**config.mk**
```make
export PLATFORM = sky130hd
export DESIGN_NAME = word_tx16_flat
export DESIGN_NICKNAME = d
export VERILOG_FILES = /design/src/rtl/word_tx16_if.sv /design/src/rtl/word_tx16.sv /design/src/flat_wrapper.sv
export SDC_FILE = /design/constraint.sdc
export NUM_CORES = 1
export LEC_CHECK = 0
export ABC_AREA = 1
export BUFFER_PORTS_ARGS = -buffer_cell sky130_fd_sc_hd__buf_4
export CAP_MARGIN = 25
export CORE_ASPECT_RATIO = 1.1
export CORE_MARGIN = 4
export CORE_UTILIZATION = 55
export CTS_CLUSTER_DIAMETER = 30
export DETAILED_ROUTE_END_ITERATION = 6
export GPL_TIMING_DRIVEN = 0
export PLACE_DENSITY = 0.74
export REMOVE_ABC_BUFFERS = 1
export SLEW_MARGIN = 5
export SYNTH_ARGS = -nofsm -noshare
export SYNTH_HDL_FRONTEND = slang
export SYNTH_SLANG_ARGS = --single-unit
```
**constraint.sdc**
```tcl
create_clock -name clk -period 3.1 [get_ports clk]
set_input_delay 0.31 -clock clk [delete_from_list [all_inputs] [get_ports clk]]
set_output_delay 0.31 -clock clk [all_outputs]
set_load 0.02 [all_outputs]
```
**src/rtl/word_tx16_if.sv**
```systemverilog
// word_tx16_if: load/data request and serial status bundle for word_tx16.
// master drives load/D; slave (the transmitter) drives busy/TX/done.
interface word_tx16_if;
  logic        load;
  logic [15:0] D;
  logic        busy;
  logic        TX;
  logic        done;

  modport master (
    output load,
    output D,
    input  busy,
    input  TX,
    input  done
  );

  modport slave (
    input  load,
    input  D,
    output busy,
    output TX,
    output done
  );
endinterface

```
**src/rtl/word_tx16.sv**
```systemverilog
// word_tx16: framed serial transmitter for 16-bit words (start, D LSB first,
// optional even parity, stop). Ports: clk, rst_n (sync, active-low), bus (slave).
module word_tx16 #(
  parameter int BAUD_DIV  = 4,
  parameter bit PARITY_EN = 1'b1
) (
  input  logic        clk,
  input  logic        rst_n,
  word_tx16_if.slave  bus
);

  typedef enum logic [2:0] {
    S_IDLE,
    S_START,
    S_DATA,
    S_PARITY,
    S_STOP
  } state_t;

  localparam logic [15:0] LP_LAST = 16'(BAUD_DIV - 1);

  state_t      r_state;
  logic [15:0] r_shift;
  logic [15:0] r_baud;
  logic [3:0]  r_bit;
  logic        r_par;
  logic        r_tx;
  logic        r_busy;
  logic        r_done;
  logic        w_last;

  assign w_last = (r_baud == LP_LAST);

  always_ff @(posedge clk) begin
    if (!rst_n) begin
      r_state <= S_IDLE;
      r_shift <= '0;
      r_baud  <= '0;
      r_bit   <= '0;
      r_par   <= 1'b0;
      r_tx    <= 1'b1;
      r_busy  <= 1'b0;
      r_done  <= 1'b0;
    end else begin
      r_done <= 1'b0;
      if (r_state != S_IDLE)
        r_baud <= w_last ? '0 : r_baud + 16'd1;
      unique case (r_state)
        S_IDLE: begin
          if (bus.load) begin
            r_shift <= bus.D;
            r_par   <= PARITY_EN & (^bus.D);
            r_baud  <= '0;
            r_bit   <= '0;
            r_tx    <= 1'b0;
            r_busy  <= 1'b1;
            r_state <= S_START;
          end
        end
        S_START: begin
          if (w_last) begin
            r_tx    <= r_shift[0];
            r_state <= S_DATA;
          end
        end
        S_DATA: begin
          if (w_last) begin
            r_shift <= {1'b0, r_shift[15:1]};
            if (r_bit == 4'd15) begin
              r_bit <= '0;
              if (PARITY_EN) begin
                r_tx    <= r_par;
                r_state <= S_PARITY;
              end else begin
                r_tx    <= 1'b1;
                r_state <= S_STOP;
              end
            end else begin
              r_bit <= r_bit + 4'd1;
              // next bit is the one about to shift into position 0
              r_tx  <= r_shift[1];
            end
          end
        end
        S_PARITY: begin
          if (w_last) begin
            r_tx    <= 1'b1;
            r_state <= S_STOP;
          end
        end
        S_STOP: begin
          if (w_last) begin
            r_busy  <= 1'b0;
            r_done  <= 1'b1;
            r_state <= S_IDLE;
          end
        end
        default: r_state <= S_IDLE;
      endcase
    end
  end

  assign bus.TX   = r_tx;
  assign bus.busy = r_busy;
  assign bus.done = r_done;

endmodule
```
**src/flat_wrapper.sv**
```systemverilog
// flat-port wrapper written by rule: the top's interface ports become plain ports
module word_tx16_flat 
#(
  parameter int BAUD_DIV  = 4,
  parameter bit PARITY_EN = 1'b1
)
  (clk, rst_n, bus_load, bus_D, bus_busy, bus_TX, bus_done);
  word_tx16_if bus_i ();
  input  logic clk;
  input  logic rst_n;
  input wire logic [$bits(bus_i.load)-1:0] bus_load;
  input wire logic [$bits(bus_i.D)-1:0] bus_D;
  output wire logic [$bits(bus_i.busy)-1:0] bus_busy;
  output wire logic [$bits(bus_i.TX)-1:0] bus_TX;
  output wire logic [$bits(bus_i.done)-1:0] bus_done;
  assign bus_i.load = bus_load;
  assign bus_i.D = bus_D;
  assign bus_busy = bus_i.busy;
  assign bus_TX = bus_i.TX;
  assign bus_done = bus_i.done;
  word_tx16 #(.BAUD_DIV(BAUD_DIV), .PARITY_EN(PARITY_EN)) u_core (.clk(clk), .rst_n(rst_n), .bus(bus_i));
endmodule
```
Word level (Yosys, flattened, before mapping)
Cells that the tools add are included.
{ "classes": {"addsub": 2, "eq_ne": 12, "muxes": 28, "reduce_logical": 12} }
{ "op_table": {"columns": ["op", "count"], "rows": [
  ["$mux W16", 6],
  ["$pmux W16 S2", 1],
  ["$mux W3", 6],
  ["$add A16 B1 Y16 const B", 1],
  ["$eq A16 B2 Y1 const B", 1],
  ["$reduce_xor A16 Y1", 1],
  ["$pmux W3 S5", 1],
  ["$mux W4", 3],
  ["$ne A2 B1 Y1 const B", 5],
  ["$mux W1", 8],
  ["$pmux W4 S2", 1],
  ["$eq A3 B2 Y1 const B", 2],
  ["$reduce_and A3 Y1", 2],
  ["$reduce_and A6 Y1", 1],
  ["$reduce_and A5 Y1", 1],
  ["$add A4 B1 Y4 const B", 1],
  ["$eq A4 B4 Y1 const B", 1],
  ["$pmux W1 S4", 1],
  ["$reduce_and A2 Y1", 2],
  ["$reduce_bool A2 Y1", 2],
  ["$reduce_bool A4 Y1", 1],
  ["$eq A3 B1 Y1 const B", 1],
  ["$eq A3 B3 Y1 const B", 1],
  ["$logic_not A3 Y1", 1],
  ["3 further kinds", 3]
]} }
{ "word_totals": {"ff_bits": 43, "inputBits": 19, "wordCells": 62} }

Depth between registers and ports, before layout
Gate-level depths: netlist of the first run.
{ "logic_depth": {"word_depth": 5, "mapped_depth": 12, "ltp_nobuf": 12} }

Least setup slack after synthesis of the first run
No wires, ideal clock.
{ "synth_timing": {"path_type": "register to register", "startpoint": "reg u_core.r_baud[0]", "endpoint": "reg u_core.r_shift[2]", "setup_time_ns": 0.113, "arrival_ns": 1.410, "required_ns": 2.987, "setup_slack_ns": 1.577, "stages_incl_launch_ff": 10, "path_buffers": 1, "period_less_slack_ns": 1.523, "path_cell_list": "dfxtp_1 ha_1 nand4_1 nor2_1 nand2_2 nand2_4 nand3_4 buf_4 nor2_1 nor2_1"} }
{ "synth_between": {"elab_chain_cells": 3} }
{ "synth_rtl": {"columns": ["element", "line", "source"], "rows": [
  ["start: declaration", "word_tx16.sv:24", "logic [15:0] r_baud;"],
  ["start signal: assignment", "word_tx16.sv:47", "r_baud <= w_last ? '0 : r_baud + 16'd1;"],
  ["$eq A16 B2 Y1", "word_tx16.sv:32", "assign w_last = (r_baud == LP_LAST);"],
  ["$ne A2 B1 Y1 (no line)", null, null],
  ["$reduce_and A3 Y1 (no line)", null, null],
  ["end signal: assignment", "word_tx16.sv:51", "r_shift <= bus.D;"],
  ["end signal: assignment", "word_tx16.sv:68", "r_shift <= {1'b0, r_shift[15:1]};"],
  ["end: declaration", "word_tx16.sv:23", "logic [15:0] r_shift;"]
]} }
No other way between the ends.
A chain may end at the register's enable or synchronous reset.

Worst setup path in the final report of the first run
{ "layout_timing": {"startpoint": "reg u_core.r_state[1]", "endpoint": "reg u_core.r_shift[15]"} }
{ "layout_between": {"elab_chain_cells": 3, "elab_cells_between_ends": 7} }
{ "layout_rtl": {"columns": ["element", "line", "source"], "rows": [
  ["start: declaration", "word_tx16.sv:22", "state_t r_state;"],
  ["start signal: assignment", "word_tx16.sv:36", "r_state <= S_IDLE;"],
  ["start signal: assignment", "word_tx16.sv:57", "r_state <= S_START;"],
  ["start signal: assignment", "word_tx16.sv:63", "r_state <= S_DATA;"],
  ["$eq A3 B2 Y1 or $logic_not A3 Y1 (tied branches)", "word_tx16.sv:48", "unique case (r_state)"],
  ["$ne A2 B1 Y1 (no line) (tied with other cells)", null, null],
  ["$reduce_and A3 Y1 (no line)", null, null]
]} }
Parallel ways exist; a longest one is shown, timed or not.

==> flow_metrics.py, run 1 <==
metrics = {
    "finish": {
        "nNetsFinal": 484,
        "area_delta_synth_final_pct": 9.254,
        "antenna_cells": 0,
        "layout.cells.non_filler": 520,
        "drive_above_1_share_pct": 9.483,
    },
    "clock_tree": {
        "cts_root_buf": "clkbuf_8",
        "tritoncts": "yes",
        "htreeDepth": 2,
        "cts_buffers": 5,
        "max-clock-path-buffers": 2,
        "clk_latency_ns": 0.30,
        "cts_setup_buffers": 0,
        "post_cts_resized": 0,
        "clock_sinks": 43,
        "clk_pin_slew_ns": 0.08,
        "cts_hold_buf": 0,
    },
    "logic_synthesis": {
        "synth_area_um2": 2718,
        "yosys_register_bits": 43,
        "synthArstFlopShare_pct": 0,
        "synth_ff_type": "dfxtp_1",
        "synth_warnings": 0,
        "synth.distinct_cells": 31,
        "synth_edf_count": 0,
        "avgSynthCellArea_um2": 6.066,
        "postSynthCellCount": 448,
        "synth_seq_area_share_pct": 31.68,
    },
    "timing": {
        "maxSlewHeadroom_pct": 55.14,
        "fin_skew_ns": 0.007948,
        "slew_violations": 0,
        "setup_tns_ns": 0,
        "hold_violations": 0,
        "rsz0062_at_grt": "no",
        "layout_min_cycle_time_ns": 1.979,
        "finalCritPeriodShare_pct": 63.85,
        "worst_pin_slew_ns": 0.6722,
        "setup_viol": 0,
        "fmax_mhz": 505.2,
    },
    "route": {
        "vias": 2658,
        "first_pass_iters": 4,
        "ant_nets": 0,
        "avgViaCountPerCell": 5.112,
        "wl_per_cell_um": 11.06,
        "totalWireLength_mm": 5.750,
        "drc": 0,
        "first_iter_violations": 143,
    },
    "worst_hold_path": {
        "hp-class": "in -> reg",
    },
    "global_route": {
        "antenna_found_initial": 0,
        "grt_overflow_total": 0,
        "grt_use_total_pct": 20.81,
        "grt_pass1_vias": 2472,
        "grt_max_degree": 37,
        "grt_pass1_wl_mm": 10.03,
    },
    "worst_setup_path": {
        "arrival_ns": 2.18,
        "worstPathRequired_ns": 3.30,
        "crit_type": "reg -> reg",
        "endpoint_kind": "register",
        "crit_path_max_fanout": 36,
        "start_kind": "register",
    },
    "placed_design": {
        "port_buffers": 21,
        "gp_congestion": 0.9229,
        "dp.cells": 511,
        "hpwlAfterDp_mm": 4.106,
    },
    "power_and_ir_drop": {
        "peakVddDrop_v": 0.0004344,
        "p_per_area_nw_per_um2": 777.1,
        "leakagePower_uw": 0.001443,
    },
    "die": {
        "start_util_pct": 57.61,
        "design.die.area_um2": 6131,
        "die_y_um": 81.73,
        "pin_count": 22,
        "rows": 26,
        "coreArea_um2": 4717,
        "dieWidth_um": 75.02,
    },
    "job": {
        "max_cap_violations": 0,
    },
    "status": {
        "status": "finished clean",
    },
}
[state kept, by name, indices dropped and copies added, names as in the netlist]
signal	cells
u_core.bus.done	1
u_core.r_state	3
u_core.r_shift	16
u_core.bus.TX	1
u_core.bus.busy	1
u_core.r_bit	4
u_core.r_baud	16
u_core.r_par	1
[cell type report]
class                   instances  area (um2)
multi-input cells             333        1563
well taps                      56       70.07
repair buffers                 22       172.7
clock inverters                 2       12.51
flip-flops and latches         43       860.8
fillers                       473        1748
inverters                      58       217.7
clock buffers                   6       72.57
[kinds of logic after synthesis]
family	Yosys count	synth area share (%)
AOI/OAI and AO/OA	54	10.41
xor gates and xnor gates	13	4.190
adders and majority gates	2	0.9207
buffers and inverters	72	10.82
DFF	43	31.68
and+or+nand+nor	264	41.99
[through the flow]
| step | hold WS [ns] | setup slack [ns] | utilization, % | area [um2] | power, uW |
|---|---|---|---|---|---|
| detailed placement | 0.4483 | 0.6411 | 60.82 | 2869 | 1946 |
| floorplan | 0.3946 | 1.208 | - | 2641 | 1676 |
| finish | 0.3379 | 1.121 | 62.94 | 2969 | 2307 |
| global placement | 0.4451 | 0.6965 | 60.82 | 2869 | 1923 |
| global route | 0.3516 | 0.8692 | 62.94 | 2969 | 2562 |
| CTS | 0.3363 | 0.6152 | 62.63 | 2954 | 2306 |
[worst max-delay path: stages (launching register included)]
cell and delay [ns]:
dfxtp_1 0.34, inv_1 0.17, nor2_1 0.11, nand2_1 0.33, inv_2 0.11, nand2_4 0.14
nand3_4 0.31, o21ai_0 0.29, nor2_1 0.06
[synth_stat cells, types with 3 or more instances]
library cell	number	area, um2
nor2_1	57	214.0
inv_1	52	195.2
clkbuf_1	6	22.52
nor3_1	4	20.02
o21ai_0	24	120.1
buf_2	4	20.02
dfxtp_1	43	860.8
nand3_1	29	145.1
xnor2_1	6	52.55
a21oi_1	24	120.1
nor2_2	3	18.77
nand2_1	148	555.5
nand4_1	13	81.33
xor2_1	7	61.31
inv_2	6	22.52
[power breakdown]
part	internal [uW]	switching (uW)	total [uW]
registers	699	69.0	768
clock network	158	195	352
logic	374	814	1190
[routing by layer]
metal  global-route usage, %  part of all wire, %  vias to the layer above  wire length (um)
li1                        -                    -                     1441                 -
met1                   22.26                   45                     1181              2594
met2                   39.55                   50                       28              2888
met3                   4.162                  3.2                        8               182
met4                   7.295                  1.5                        0                85
met5                       0                    0                        -                 0
[cells in the final DEF (no fill, tap or decap), drive strengths merged]
master / n
clkbuf: 6
nor3: 4
nor3b: 1
xnor2: 6
o21ai: 25
a211oi: 1
inv: 58
nand2: 151
nand3b: 2
dfxtp: 43
clkinv: 1
o211ai: 2
clkinvlp: 1
o21a: 2
nand4: 13
nor2: 62
buf: 22
xor2: 7
nor4: 1
ha: 2
nand3: 30
a21oi: 24
[final timing paths]
kind | startpoint | endpoint | slack (ns) | depth (start not counted)
worst min register to register | u_core.bus.TX$_SDFFE_PN1P_ | u_core.bus.TX$_SDFFE_PN1P_ | 0.47 | 2
worst max-delay path | u_core.r_state[1]$_SDFFE_PN0P_ | u_core.r_shift[15]$_SDFFE_PN0P_ | 1.12 | 8
worst min-delay path | rst_n | u_core.bus.TX$_SDFFE_PN1P_ | 0.34 | 2
worst max register to register | u_core.r_state[1]$_SDFFE_PN0P_ | u_core.r_shift[15]$_SDFFE_PN0P_ | 1.12 | 8
(Power assumes the default switching activity.)
==> run 2, diff against run 1 <==
==> constraint.sdc (replaced) <==
create_clock -name clk -period 2.1 [get_ports clk]
set_input_delay 0.21 -clock clk [delete_from_list [all_inputs] [get_ports clk]]
set_output_delay 0.21 -clock clk [all_outputs]
set_load 0.02 [all_outputs]
==> flow_metrics.py, run 2 (same netlist as run 1, synthesis figures left out) <==
metrics = {
    "power_and_ir_drop": {
        "p_per_area_nw_per_um2": 1167,
        "peakVddDrop_v": 0.0005971,
        "internal-power_uw": 1818,
        "switchingPower_uw": 1663,
        "swShare_pct": 47.78,
        "leakagePower_uw": 0.001446,
        "power_frac_comb_pct": 52.3,
        "total_power_uw": 3481,
        "power.share.sequential_pct": 32.7,
        "clockPowerShare_pct": 15.0,
    },
    "placed_design": {
        "dp.cells": 511,
        "gp_congestion": 0.9229,
        "dp_slack_ns": -0.3589,
        "hpwlAfterDp_mm": 4.106,
        "port_buffers": 21,
    },
    "timing": {
        "setup_ws_ns": 0.1856,
        "worst_pin_slew_ns": 0.6770,
        "layout_min_cycle_time_ns": 1.914,
        "maxSlewHeadroom_pct": 54.81,
        "hold_violations": 0,
        "fin_skew_ns": 0.008501,
        "finalCritPeriodShare_pct": 91.16,
        "hold_ws_ns": 0.2352,
        "fmax_mhz": 522.3,
        "rsz0062_at_grt": "yes",
        "slew_violations": 0,
        "setup_viol": 0,
    },
    "worst_setup_path": {
        "rr_endpoint": "u_core.r_shift[3]$_SDFFE_PN0P_",
        "crit_type": "reg -> reg",
        "crit_path_max_fanout": 18,
        "reg2reg_depth": 8,
        "crit_slowest_cell": "dfxtp_1",
        "max_stage_delay_ns": 0.40,
        "start_kind": "register",
        "arrival_ns": 2.11,
        "r2r_start": "u_core.r_state[2]$_SDFFE_PN0P_",
        "cp_cell_sequence": "nor2_4 > nand2_4 > nor2_8 > inv_2 > nand3_4 > nand2_1 > nand2_1 > nor2_1",
        "cpMostUsedCell": "nand2_1",
        "worstPathRequired_ns": 2.29,
        "reg2reg_slack_ns": 0.19,
        "crit_path_start": "u_core.r_state[2]$_SDFFE_PN0P_",
        "endpoint_kind": "register",
        "crit_path_end": "u_core.r_shift[3]$_SDFFE_PN0P_",
    },
    "global_route": {
        "grt_pass1_vias": 2467,
        "grt_pass1_wl_mm": 10.01,
        "grt_max_degree": 37,
        "grt_use_total_pct": 20.76,
        "grt_overflow_total": 0,
        "antenna_found_initial": 0,
    },
    "die": {
        "die_y_um": 81.73,
        "dieWidth_um": 75.02,
        "pin_count": 22,
        "rows": 26,
        "start_util_pct": 57.61,
        "coreArea_um2": 4717,
        "design.die.area_um2": 6131,
    },
    "finish": {
        "final_common_cell": "nand2_1",
        "layout.cells.non_filler": 520,
        "drive_above_1_share_pct": 9.914,
        "nNetsFinal": 484,
        "multi_input_area_um2": 1590,
        "antenna_cells": 0,
        "area_delta_synth_final_pct": 9.715,
        "utilization_pct": 63.21,
        "fill_cells": 468,
        "regArea_um2": 860.8,
        "final_cell_mix": "147 x nand2_1, 56 x nor2_1, 52 x inv_1",
        "top_regs": "u_core.r_baud x16, u_core.r_shift x16, u_core.r_bit x4",
    },
    "route": {
        "first_iter_violations": 127,
        "first_pass_iters": 4,
        "wl_per_cell_um": 11.47,
        "ant_nets": 0,
        "avgViaCountPerCell": 5.167,
        "totalWireLength_mm": 5.964,
        "vias": 2687,
        "drc": 0,
    },
    "clock_tree": {
        "htreeDepth": 2,
        "cts_hold_buf": 0,
        "tritoncts": "yes",
        "clk_latency_ns": 0.30,
        "clock_sinks": 43,
        "cts_buffers": 5,
        "cts_root_buf": "clkbuf_8",
        "clk_pin_slew_ns": 0.09,
        "max-clock-path-buffers": 2,
    },
    "worst_hold_path": {
        "hp-start": "rst_n",
        "hp-class": "in -> reg",
    },
    "status": {
        "status": "finished clean",
    },
    "job": {
        "max_cap_violations": 0,
    },
}
-- run 2: cell types whose count changed in the layout (fill, tap and decap cells not counted) --
cell	change
buf_8	-1
nand2_1	-1
nand2_4	+1
nand3_4	+1
nor2_1	-1
nor2_2	+1
-- run 2: metrics by stage --
stage / instance area [um2] / setup TNS, ns
floorplan: 2641 / 0
global placement: 2869 / -4.986
detailed placement: 2869 / -5.618
CTS: 2962 / 0
global route: 2982 / -0.01294
finish: 2982 / 0
-- run 2: routing by layer --
| layer | vias up | wire length (um) | track usage (%) |
|---|---|---|---|
| li1 | 1444 | - | - |
| met1 | 1200 | 2644 | 22.26 |
| met2 | 39 | 3075 | 39.37 |
| met3 | 4 | 191 | 4.162 |
| met4 | 0 | 52 | 7.295 |
| met5 | - | 0 | 0 |
-- run 2: power by group through the flow --
| stage | Combinational (uW) | Clock, uW | Sequential [uW] |
|---|---|---|---|
| floorplan | 1330 | 0 | 1140 |
| finish | 1820 | 524 | 1140 |
| CTS | 1740 | 536 | 1130 |
| global route | 2120 | 571 | 1150 |
| global placement | 1690 | 0 | 1150 |
| detailed placement | 1720 | 0 | 1150 |
-- run 2: worst min path at each step --
stage	to	slack [ns]	depth (start not counted)
final	u_core.bus.TX$_SDFFE_PN1P_	0.24	2
after global placement	u_core.bus.TX$_SDFFE_PN1P_	0.45	2
after global routing	u_core.r_baud[2]$_SDFF_PN0_	0.25	4
after floorplan	u_core.bus.TX$_SDFFE_PN1P_	0.29	1
after detailed placement	u_core.bus.TX$_SDFFE_PN1P_	0.45	2
after CTS	u_core.bus.TX$_SDFFE_PN1P_	0.24	2
-- run 2: what timing repair did --
action                     CTS  global route
setup endpoints to repair   23            21
gates cloned                 0             1
pin swaps                    0             1
setup buffers                0             0
gates resized for setup      2             2
-- run 2: final cells by class --
type | instances | area share, %
flip-flops and latches | 43 | 28.87
clock inverters | 2 | 0.4196
multi-input cells | 334 | 53.34
well taps | 56 | 2.350
repair buffers | 21 | 5.287
clock buffers | 6 | 2.434
inverters | 58 | 7.302
-- run 2: critical path, delay by kind of cell (launching register included) --
kind | cells | cell delay [ns]
buffers and inverters | 1 | 0.17
AND/OR/NAND/NOR | 7 | 1.23
flip-flops | 1 | 0.40
